**src/rtl/branch_resolve_unit.sv**
```systemverilog
// EX-stage branch resolution: turns comparator flags plus the decoded branch type
// into a registered fetch redirect, a multi-cycle wrong-path flush and branch statistics.
module branch_resolve_unit #(
    parameter int PC_W          = 32,
    parameter int IMM_W         = 17,
    parameter int SQUASH_CYCLES = 2
) (
    input  logic              clock,
    input  logic              reset,
    input  logic              ex_valid,
    input  logic              ex_is_bne,
    input  logic              ex_is_blt,
    input  logic [PC_W-1:0]   ex_pc,
    input  logic [IMM_W-1:0]  ex_imm,
    input  logic              cmp_isNotEqual,
    input  logic              cmp_isLessThan,
    input  logic              stall,
    output logic              redirect_valid,
    output logic [PC_W-1:0]   redirect_pc,
    output logic              flush,
    output logic [31:0]       branch_count,
    output logic [31:0]       taken_count
);

    typedef enum logic [1:0] {
        IDLE     = 2'd0,
        REDIRECT = 2'd1,
        SQUASH   = 2'd2
    } state_t;

    localparam logic [2:0] SQ_INIT = 3'(SQUASH_CYCLES - 1);

    state_t          state;
    state_t          state_nxt;
    logic [2:0]      sq;
    logic [2:0]      sq_nxt;
    logic            is_br;
    logic            taken;
    logic            resolve;
    logic [PC_W-1:0] target;

    assign is_br   = ex_is_bne | ex_is_blt;
    assign taken   = (ex_is_bne & cmp_isNotEqual) | (ex_is_blt & cmp_isLessThan);
    // Only IDLE can resolve; anything in EX while redirecting or squashing is wrong-path.
    assign resolve = ex_valid & is_br & ~stall & (state == IDLE);
    assign target  = ex_pc + PC_W'(1) + {{(PC_W-IMM_W){ex_imm[IMM_W-1]}}, ex_imm};

    always_comb begin
        state_nxt = state;
        sq_nxt    = sq;
        case (state)
            IDLE: begin
                if (resolve && taken) begin
                    state_nxt = REDIRECT;
                    sq_nxt    = SQ_INIT;
                end
            end
            REDIRECT: begin
                state_nxt = (sq != 3'd0) ? SQUASH : IDLE;
            end
            SQUASH: begin
                if (!stall) begin
                    sq_nxt = sq - 3'd1;
                    if (sq <= 3'd1) begin
                        state_nxt = IDLE;
                    end
                end
            end
            default: begin
                state_nxt = IDLE;
                sq_nxt    = 3'd0;
            end
        endcase
    end

    // Outputs are flopped from the next-state decode so they carry no input-to-output path.
    always_ff @(posedge clock) begin
        if (!reset) begin
            state          <= IDLE;
            sq             <= 3'd0;
            redirect_valid <= 1'b0;
            flush          <= 1'b0;
            redirect_pc    <= '0;
            branch_count   <= 32'd0;
            taken_count    <= 32'd0;
        end else begin
            state          <= state_nxt;
            sq             <= sq_nxt;
            redirect_valid <= (state_nxt == REDIRECT);
            flush          <= (state_nxt != IDLE);
            if (resolve && taken) begin
                redirect_pc <= target;
            end
            if (resolve) begin
                branch_count <= branch_count + 32'd1;
            end
            if (resolve && taken) begin
                taken_count <= taken_count + 32'd1;
            end
        end
    end

endmodule

```
**config.mk**
```make
export PLATFORM = sky130hd
export DESIGN_NAME = branch_resolve_unit
export DESIGN_NICKNAME = d
export VERILOG_FILES = /design/src/rtl/branch_resolve_unit.sv
export SDC_FILE = /design/constraint.sdc
export NUM_CORES = 1
export LEC_CHECK = 0
export BUFFER_PORTS_ARGS = -buffer_cell sky130_fd_sc_hd__buf_2
export CAP_MARGIN = 20
export CORE_MARGIN = 4
export CORE_UTILIZATION = 25
export CTS_BUF_LIST = sky130_fd_sc_hd__clkbuf_16
export CTS_CLUSTER_SIZE = 30
export DETAILED_ROUTE_END_ITERATION = 6
export PLACE_DENSITY = 0.41
export SYNTH_ARGS = -nofsm -noshare
export SYNTH_HDL_FRONTEND = slang
export SYNTH_SLANG_ARGS = --single-unit
```
**constraint.sdc**
```tcl
create_clock -name clock -period 3.1 [get_ports clock]
set_clock_uncertainty 0.05 [all_clocks]
set_input_delay 0.155 -clock clock [delete_from_list [all_inputs] [get_ports clock]]
set_output_delay 0.155 -clock clock [all_outputs]
set_load 0.02 [all_outputs]
```
==> impl_metrics.sql, run 1 <==
INSERT INTO impl_metrics (metric_group, metric, value, unit) VALUES
('outcome', 'status', 'completed', ''),
('detailed_routing', 'drt_first_iter_violations', '276', ''),
('yosys', 'synth_flop_cell', 'dfxtp_1', ''),
('timing', 'grt_setup_unrepaired', 'no', ''),
('place', 'dp_hpwl', '13000', 'um'),
('finish', 'final_nets', '952', ''),
('yosys', 'synth-warning-count', '0', ''),
('timing', 'tightest_slew', '777', 'ps'),
('floorplanning', 'dieHeight', '164', 'um'),
('worst_hold_path', 'worst_hold_path_type', 'in2reg', ''),
('cts', 'cts-hold-fix-buffers', '0', ''),
('timing', 'max_clock_freq', '404', 'MHz'),
('yosys', 'number_of_synthesized_flops_with_an_enable_pin', '0', ''),
('critical_path', 'rrSetupSlack', '770', 'ps'),
('yosys', 'mean_area_per_synthesized_cell', '8.50', 'sq um'),
('floorplanning', 'dieWidth', '164', 'um'),
('finish', 'fill_cells', '2573', ''),
('critical_path', 'crit_end', 'redirect_pc[24]', ''),
('grt', 'first_pass_grt_wire_length', '27600', 'um'),
('critical_path', 'crit_fanout', '3', ''),
('cts', 'cts_tree', 'built', ''),
('detailed_routing', 'vias_per_cell', '4.58', ''),
('finish', 'final_layout_size_suffix_gt1_share', '23.1', '%'),
('critical_path', 'worstSetupPathType', 'in2reg', ''),
('critical_path', 'timing.rr.end', 'branch_count[31]', ''),
('critical_path', 'startpoint', 'ex_pc[0]', ''),
('detailed_routing', 'wl', '17200', 'um'),
('yosys', 'ys_ff_latch', '103', ''),
('timing', 'relSlewSlack', '48.2', '%'),
('grt', 'grt_max_degree', '87', ''),
('pwr', 'power_leakage', '3.29', 'nW'),
('yosys', 'mappedNetlistNets', '804', ''),
('cts', 'tritoncts.num_buffers', '9', ''),
('detailed_routing', 'remaining_drc_errors', '0', ''),
('job', 'max-cap-violations', '0', ''),
('cts', 'maximum_count_of_clock_buffers_along_a_single_path', '2', ''),
('critical_path', 'category_of_the_worst_setup_path_capture_point', 'register', ''),
('detailed_routing', 'drtAntennaViolNets', '0', ''),
('place', 'place.gp.congestion', '0.818', ''),
('cts', 'clock_sinks', '103', ''),
('critical_path', 'timing.reg2reg.worst_path_depth', '8', ''),
('grt', 'grt_use_total', '12.7', '%'),
('critical_path', 'timing.critical_path.required', '3330', 'ps'),
('timing', 'final_period_minus_worst_setup_slack', '2480', 'ps'),
('grt', 'first_global_vias', '5219', ''),
('yosys', 'synth.yosys.seq_area_share', '34.1', '%'),
('place', 'placedCellCount', '1167', ''),
('critical_path', 'critical_path.reg2reg.startpoint', 'state[1]', ''),
('detailed_routing', 'avgRoutedWirePerCell', '14.5', 'um'),
('timing', 'timing.hold.ws', '203', 'ps'),
('yosys', 'synth-async-reset-ratio', '0', '%'),
('cts', 'cts_resized', '0', ''),
('cts', 'cts_post_setup_buffers_inserted', '0', ''),
('finish', 'final_cells', '1184', ''),
('floorplanning', 'initial_standard_cell_utilization_of_the_core', '25.6', '%'),
('timing', 'finalSetupTns', '0', 'ps'),
('timing', 'final_cycle_share', '79.8', '%'),
('timing', 'timing.final.hold_violations', '0', ''),
('finish', 'layout.area.seq', '2060', 'sq um'),
('floorplanning', 'io_pins', '155', ''),
('yosys', 'area_of_the_mapped_netlist', '6050', 'sq um'),
('floorplanning', 'core_area', '23600', 'sq um'),
('timing', 'timing.final.setup_violations', '0', ''),
('finish', 'multi_input_comb_area', '3820', 'sq um'),
('yosys', 'synth.largest_area_cell', 'dfxtp_1', ''),
('yosys', 'synthCells', '711', ''),
('pwr', 'power_per_cell_area', '425', 'nW/um^2'),
('timing', 'report.final.slew_viol_count', '0', ''),
('critical_path', 'crit_arrival', '2700', 'ps'),
('cts', 'clkSlewWorstSetupHoldPaths', '80', 'ps'),
('detailed_routing', 'dr_total_vias', '5428', '');
==> through the flow <==
stage | utilization [%] | cell area, sq um | power [W] | setup WS, ps
floorplan | - | 6050 | 0.00177 | 638
global placement | 30.3 | 7160 | 0.00195 | 297
detailed placement | 30.3 | 7160 | 0.00194 | 256
CTS | 31.7 | 7490 | 0.00326 | 617
global route | 31.7 | 7490 | 0.00336 | 439
finish | 31.7 | 7490 | 0.00318 | 625
==> how the worst min path moves through the flow <==
stage	from	to	slack [ps]	cells after the start
final	ex_imm[0]	redirect_pc[0]	200	5
after detailed placement	redirect_pc[25]	redirect_pc[25]	390	2
after global routing	ex_imm[0]	redirect_pc[0]	220	5
after global placement	redirect_pc[25]	redirect_pc[25]	390	2
after floorplan	stall	state[1]	360	3
after CTS	ex_imm[0]	redirect_pc[0]	190	5
==> worst max-delay path, stage by stage <==
cell and delay [ps]:
buf_2 90, inv_1 40, ha_1 160, inv_1 50, fa_1 420, a211oi_1 260
nor2_1 110, o31a_1 300, a211o_1 310, a41oi_1 380, a21oi_1 150, xnor2_1 140
o21ai_0 130
==> logic make-up (layout without fill, tap and decap cells) <==
family | after synthesis | count (layout) | synth area share (%)
simple gates | 289 | 289 | 26.3
compound gates | 167 | 167 | 18.0
flops | 103 | 103 | 34.1
xor+xnor | 74 | 74 | 10.7
buf+inv | 39 | 192 | 2.81
fa+ha+maj | 36 | 36 | 7.57
mux | 3 | 3 | 0.497
other cells | 0 | 1 | 0
==> area by class of cell <==
type	instances	share of cell area (%)
Multi-Input combinational cell	569	50.9
Sequential cell	103	27.5
Timing Repair Buffer	163	11.2
Tap cell	319	5.33
Clock buffer	9	3.01
Clock inverter	7	1.35
Inverter	13	0.651
Antenna cell	1	0.0334
==> registers in the layout (all words and copies together), names as in the netlist <==
| register | count |
|---|---|
| branch_count | 32 |
| redirect_pc | 32 |
| taken_count | 32 |
| sq | 3 |
| state | 2 |
| flush | 1 |
| redirect_valid | 1 |
==> per-layer routing <==
layer	wire (um)	share of wire [%]	track usage, %
met2	7570	44	20.4
met1	8490	49	17.6
met3	927	5.4	2.75
met4	223	1.3	2.94
met5	0	0	0
==> synth_stat cells, types with 3 or more instances <==
cell type / instances
a211oi_1: 5
a21boi_0: 15
a21boi_1: 10
a21o_1: 12
a21oi_1: 31
a31oi_1: 4
a41oi_1: 3
and2_1: 56
and3_1: 14
and4_1: 5
clkbuf_1: 21
dfxtp_1: 103
ha_1: 35
inv_1: 13
mux2i_1: 3
nand2_1: 89
nand2b_1: 3
nand3_1: 33
nand4_1: 17
nor2_1: 15
nor2b_1: 9
nor3_1: 5
o211a_1: 5
o211ai_1: 3
o21a_1: 6
o21ai_0: 44
o21ai_1: 6
o21bai_1: 3
o31ai_1: 5
or3_1: 18
xnor2_1: 53
xor2_1: 21
==> cells in the final DEF, fill, tap and decap left out, types with 6 or more instances in the layout <==
master	n
dfxtp_1	103
or3_1	18
ha_1	35
xor2_1	21
a21boi_1	10
o21ai_0	44
a21o_1	12
nor2_1	15
nand2_1	89
inv_1	13
xnor2_1	53
nand3_1	33
and2_1	56
o21ai_1	6
clkbuf_16	9
nor2b_1	8
nand4_1	17
buf_2	154
a21boi_0	15
a21oi_1	31
o21a_1	6
buf_4	9
and3_1	14
==> power by group <==
| group | leakage, nW | internal [W] | switching (W) |
|---|---|---|---|
| Combinational | 2.30 | 0.000226 | 0.000322 |
| Sequential | 0.831 | 0.00134 | 0.0000146 |
| Clock | 0.153 | 0.000718 | 0.000559 |
Note: power is estimated with default switching activity, not from simulation.
==> run 2, diff against run 1 <==
- clock period: 3.1 -> 2.3 ns (I/O delays scaled with it)
==> run 2 against run 1 <==
Die area unchanged. Critical endpoint is now redirect_pc[20]. Global-route usage increased by 0.61 points. Clock power up 23%. Clock-buffer cell count unchanged. Sequential share of layout area down 2.3 points. Highest routed layer unchanged.
==> impl_metrics.sql, run 2 (synthesis gave the netlist of run 1 again) <==
INSERT INTO impl_metrics (metric_group, metric, value, unit) VALUES
('outcome', 'status', 'completed', ''),
('detailed_routing', 'dr_total_vias', '5674', ''),
('grt', 'grt_remaining_overflow', '0', ''),
('grt', 'first_global_vias', '5617', ''),
('critical_path', 'rrSetupSlack', '140', 'ps'),
('floorplanning', 'row_cnt', '56', ''),
('detailed_routing', 'drtPass1Iterations', '4', ''),
('cts', 'worst_skew_pair.late_latency', '350', 'ps'),
('timing', 'timing.hold.ws', '177', 'ps'),
('cts', 'root_buffer', 'clkbuf_16', ''),
('critical_path', 'timing.critical_path.required', '2500', 'ps'),
('place', 'dp_hpwl', '14000', 'um'),
('timing', 'post-route-worst-setup-slack', '137', 'ps'),
('timing', 'timing.final.setup_violations', '0', ''),
('worst_hold_path', 'hold_path_startpoint', 'ex_imm[0]', ''),
('floorplanning', 'core_area', '23600', 'sq um'),
('finish', 'final_cells', '1267', ''),
('detailed_routing', 'post_route_m1_wl', '8970', 'um'),
('finish', 'fill_cells', '2525', ''),
('cts', 'maximum_count_of_clock_buffers_along_a_single_path', '2', ''),
('pwr', 'power_leakage', '3.71', 'nW'),
('place', 'placedCellCount', '1245', ''),
('place', 'placed_cell_area', '7780', 'sq um'),
('timing', 'final_period_minus_worst_setup_slack', '2160', 'ps'),
('floorplanning', 'design.die.area', '26700', 'sq um'),
('critical_path', 'critical_path.reg2reg.startpoint', 'state[0]', ''),
('worst_hold_path', 'worst_hold_path_type', 'in2reg', ''),
('finish', 'final_nets', '1036', ''),
('floorplanning', 'initial_standard_cell_utilization_of_the_core', '25.6', '%'),
('finish', 'fin_area', '8180', 'sq um'),
('floorplanning', 'dieHeight', '164', 'um'),
('critical_path', 'crit_arrival', '2360', 'ps'),
('detailed_routing', 'wl_met2', '8020', 'um'),
('cts', 'clock_sinks', '103', ''),
('detailed_routing', 'drt_first_iter_violations', '239', ''),
('detailed_routing', 'wl', '18000', 'um'),
('critical_path', 'worstSetupPathType', 'in2reg', ''),
('grt', 'grt_use_total', '13.3', '%'),
('job', 'max-cap-violations', '0', ''),
('detailed_routing', 'vias_per_cell', '4.48', ''),
('grt', 'grt_max_degree', '88', ''),
('finish', 'final_layout_size_suffix_gt1_share', '30.8', '%'),
('critical_path', 'timing.rr.end', 'branch_count[31]', ''),
('pwr', 'max_vdd_drop', '286', 'uV'),
('critical_path', 'worstSetupStartpointType', 'primary input', ''),
('place', 'detailedPlace.worstSlack', '-283', 'ps'),
('worst_hold_path', 'worst_hold_path.endpoint', 'redirect_pc[0]', ''),
('cts', 'cts-hold-fix-buffers', '0', ''),
('critical_path', 'timing.reg2reg.worst_path_depth', '9', ''),
('finish', 'mostFrequentLayoutCell', 'buf_2', ''),
('timing', 'tightest_slew', '524', 'ps'),
('worst_hold_path', 'number_of_stages_on_the_worst_hold_path', '5', ''),
('cts', 'cts_htree_levels', '3', ''),
('detailed_routing', 'avgRoutedWirePerCell', '14.2', 'um'),
('timing', 'relSlewSlack', '64.9', '%'),
('critical_path', 'crit_fanout', '3', ''),
('timing', 'max_clock_freq', '462', 'MHz'),
('place', 'place.gp.congestion', '0.785', ''),
('place', 'portBuffers', '154', ''),
('finish', 'n_antenna_cell', '0', ''),
('cts', 'clkSlewWorstSetupHoldPaths', '80', 'ps'),
('detailed_routing', 'remaining_drc_errors', '0', ''),
('cts', 'tritoncts.num_buffers', '9', ''),
('timing', 'timing.final.hold_violations', '0', ''),
('detailed_routing', 'routed-wl-met3', '851', 'um'),
('grt', 'number_of_antenna_violations_at_the_first_check_in_global_routing', '0', ''),
('cts', 'cts_tree', 'built', ''),
('pwr', 'power_per_cell_area', '526', 'nW/um^2'),
('detailed_routing', 'topRoutingLayerUsed', 'met4', ''),
('timing', 'final_cycle_share', '94.1', '%'),
('timing', 'finalSetupTns', '0', 'ps'),
('grt', 'first_pass_grt_wire_length', '29200', 'um'),
('finish', 'mostFrequentLayoutCells', 'buf_2 (154), dfxtp_1 (102), buf_4 (90)', ''),
('detailed_routing', 'drtAntennaViolNets', '0', ''),
('floorplanning', 'io_pins', '155', ''),
('finish', 'area_delta_synth_final', '35.4', '%'),
('critical_path', 'category_of_the_worst_setup_path_capture_point', 'register', ''),
('floorplanning', 'dieWidth', '164', 'um'),
('timing', 'report.final.slew_viol_count', '0', ''),
('finish', 'largestRegisters', 'branch_count x32, redirect_pc x32, taken_count x32', '');
-- run 2: worst max-delay path by stage --
stage | slack (ps) | endpoint | startpoint
floorplan | 10 | redirect_pc[24] | ex_pc[0]
global placement | -260 | redirect_pc[24] | ex_pc[0]
global route | -0.3 | branch_count[31] | state[0]
detailed placement | -280 | redirect_pc[24] | ex_pc[0]
finish | 140 | redirect_pc[20] | ex_pc[0]
CTS | 30 | taken_count[23] | state[1]
-- run 2: final cells by class --
| type | count | area (sq um) | share of cell area (%) |
|---|---|---|---|
| multi-input combinational | 569 | 3860 | 47.2 |
| timing repair buffer | 247 | 1510 | 18.5 |
| inverter | 13 | 48.8 | 0.596 |
| sequential | 103 | 2060 | 25.2 |
| clock buffer | 9 | 225 | 2.75 |
| clock inverter | 7 | 73.8 | 0.902 |
| tap | 319 | 399 | 4.88 |
-- run 2: per-stage QoR --
stage / utilization [%] / total power [W]
after floorplan: - / 0.00238
after global placement: 32.9 / 0.00276
after detailed placement: 32.9 / 0.00276
after CTS: 34.2 / 0.00438
after global routing: 34.7 / 0.00455
final: 34.7 / 0.00431
-- run 2: critical path, stage by stage --
cell and delay, ps:
buf_2 90, inv_1 50, ha_2 170, inv_1 50, fa_2 350, a211oi_2 210
nor2_1 90, o31a_1 270, a211o_1 390, a41oi_4 260, o31ai_1 110, xnor2_1 130
o21ai_1 70
-- run 2: timing repair --
action | CTS | global route
endpoints found under the setup margin | 0 | 19
gates resized for setup | 0 | 12
setup buffers | 0 | 5
-- run 2: metal layers --
metal  up-vias  GRT usage (%)
met2       117           21.3
li1       2989              -
met4         0           2.52
met3         7           2.47
met5         -              0
met1      2561           18.9
-- run 2: where the power goes --
| group | total (W) | internal, W | switching [W] |
|---|---|---|---|
| logic | 0.000890 | 0.000420 | 0.000470 |
| clock network | 0.00158 | 0.000776 | 0.000808 |
| registers | 0.00183 | 0.00181 | 0.0000203 |
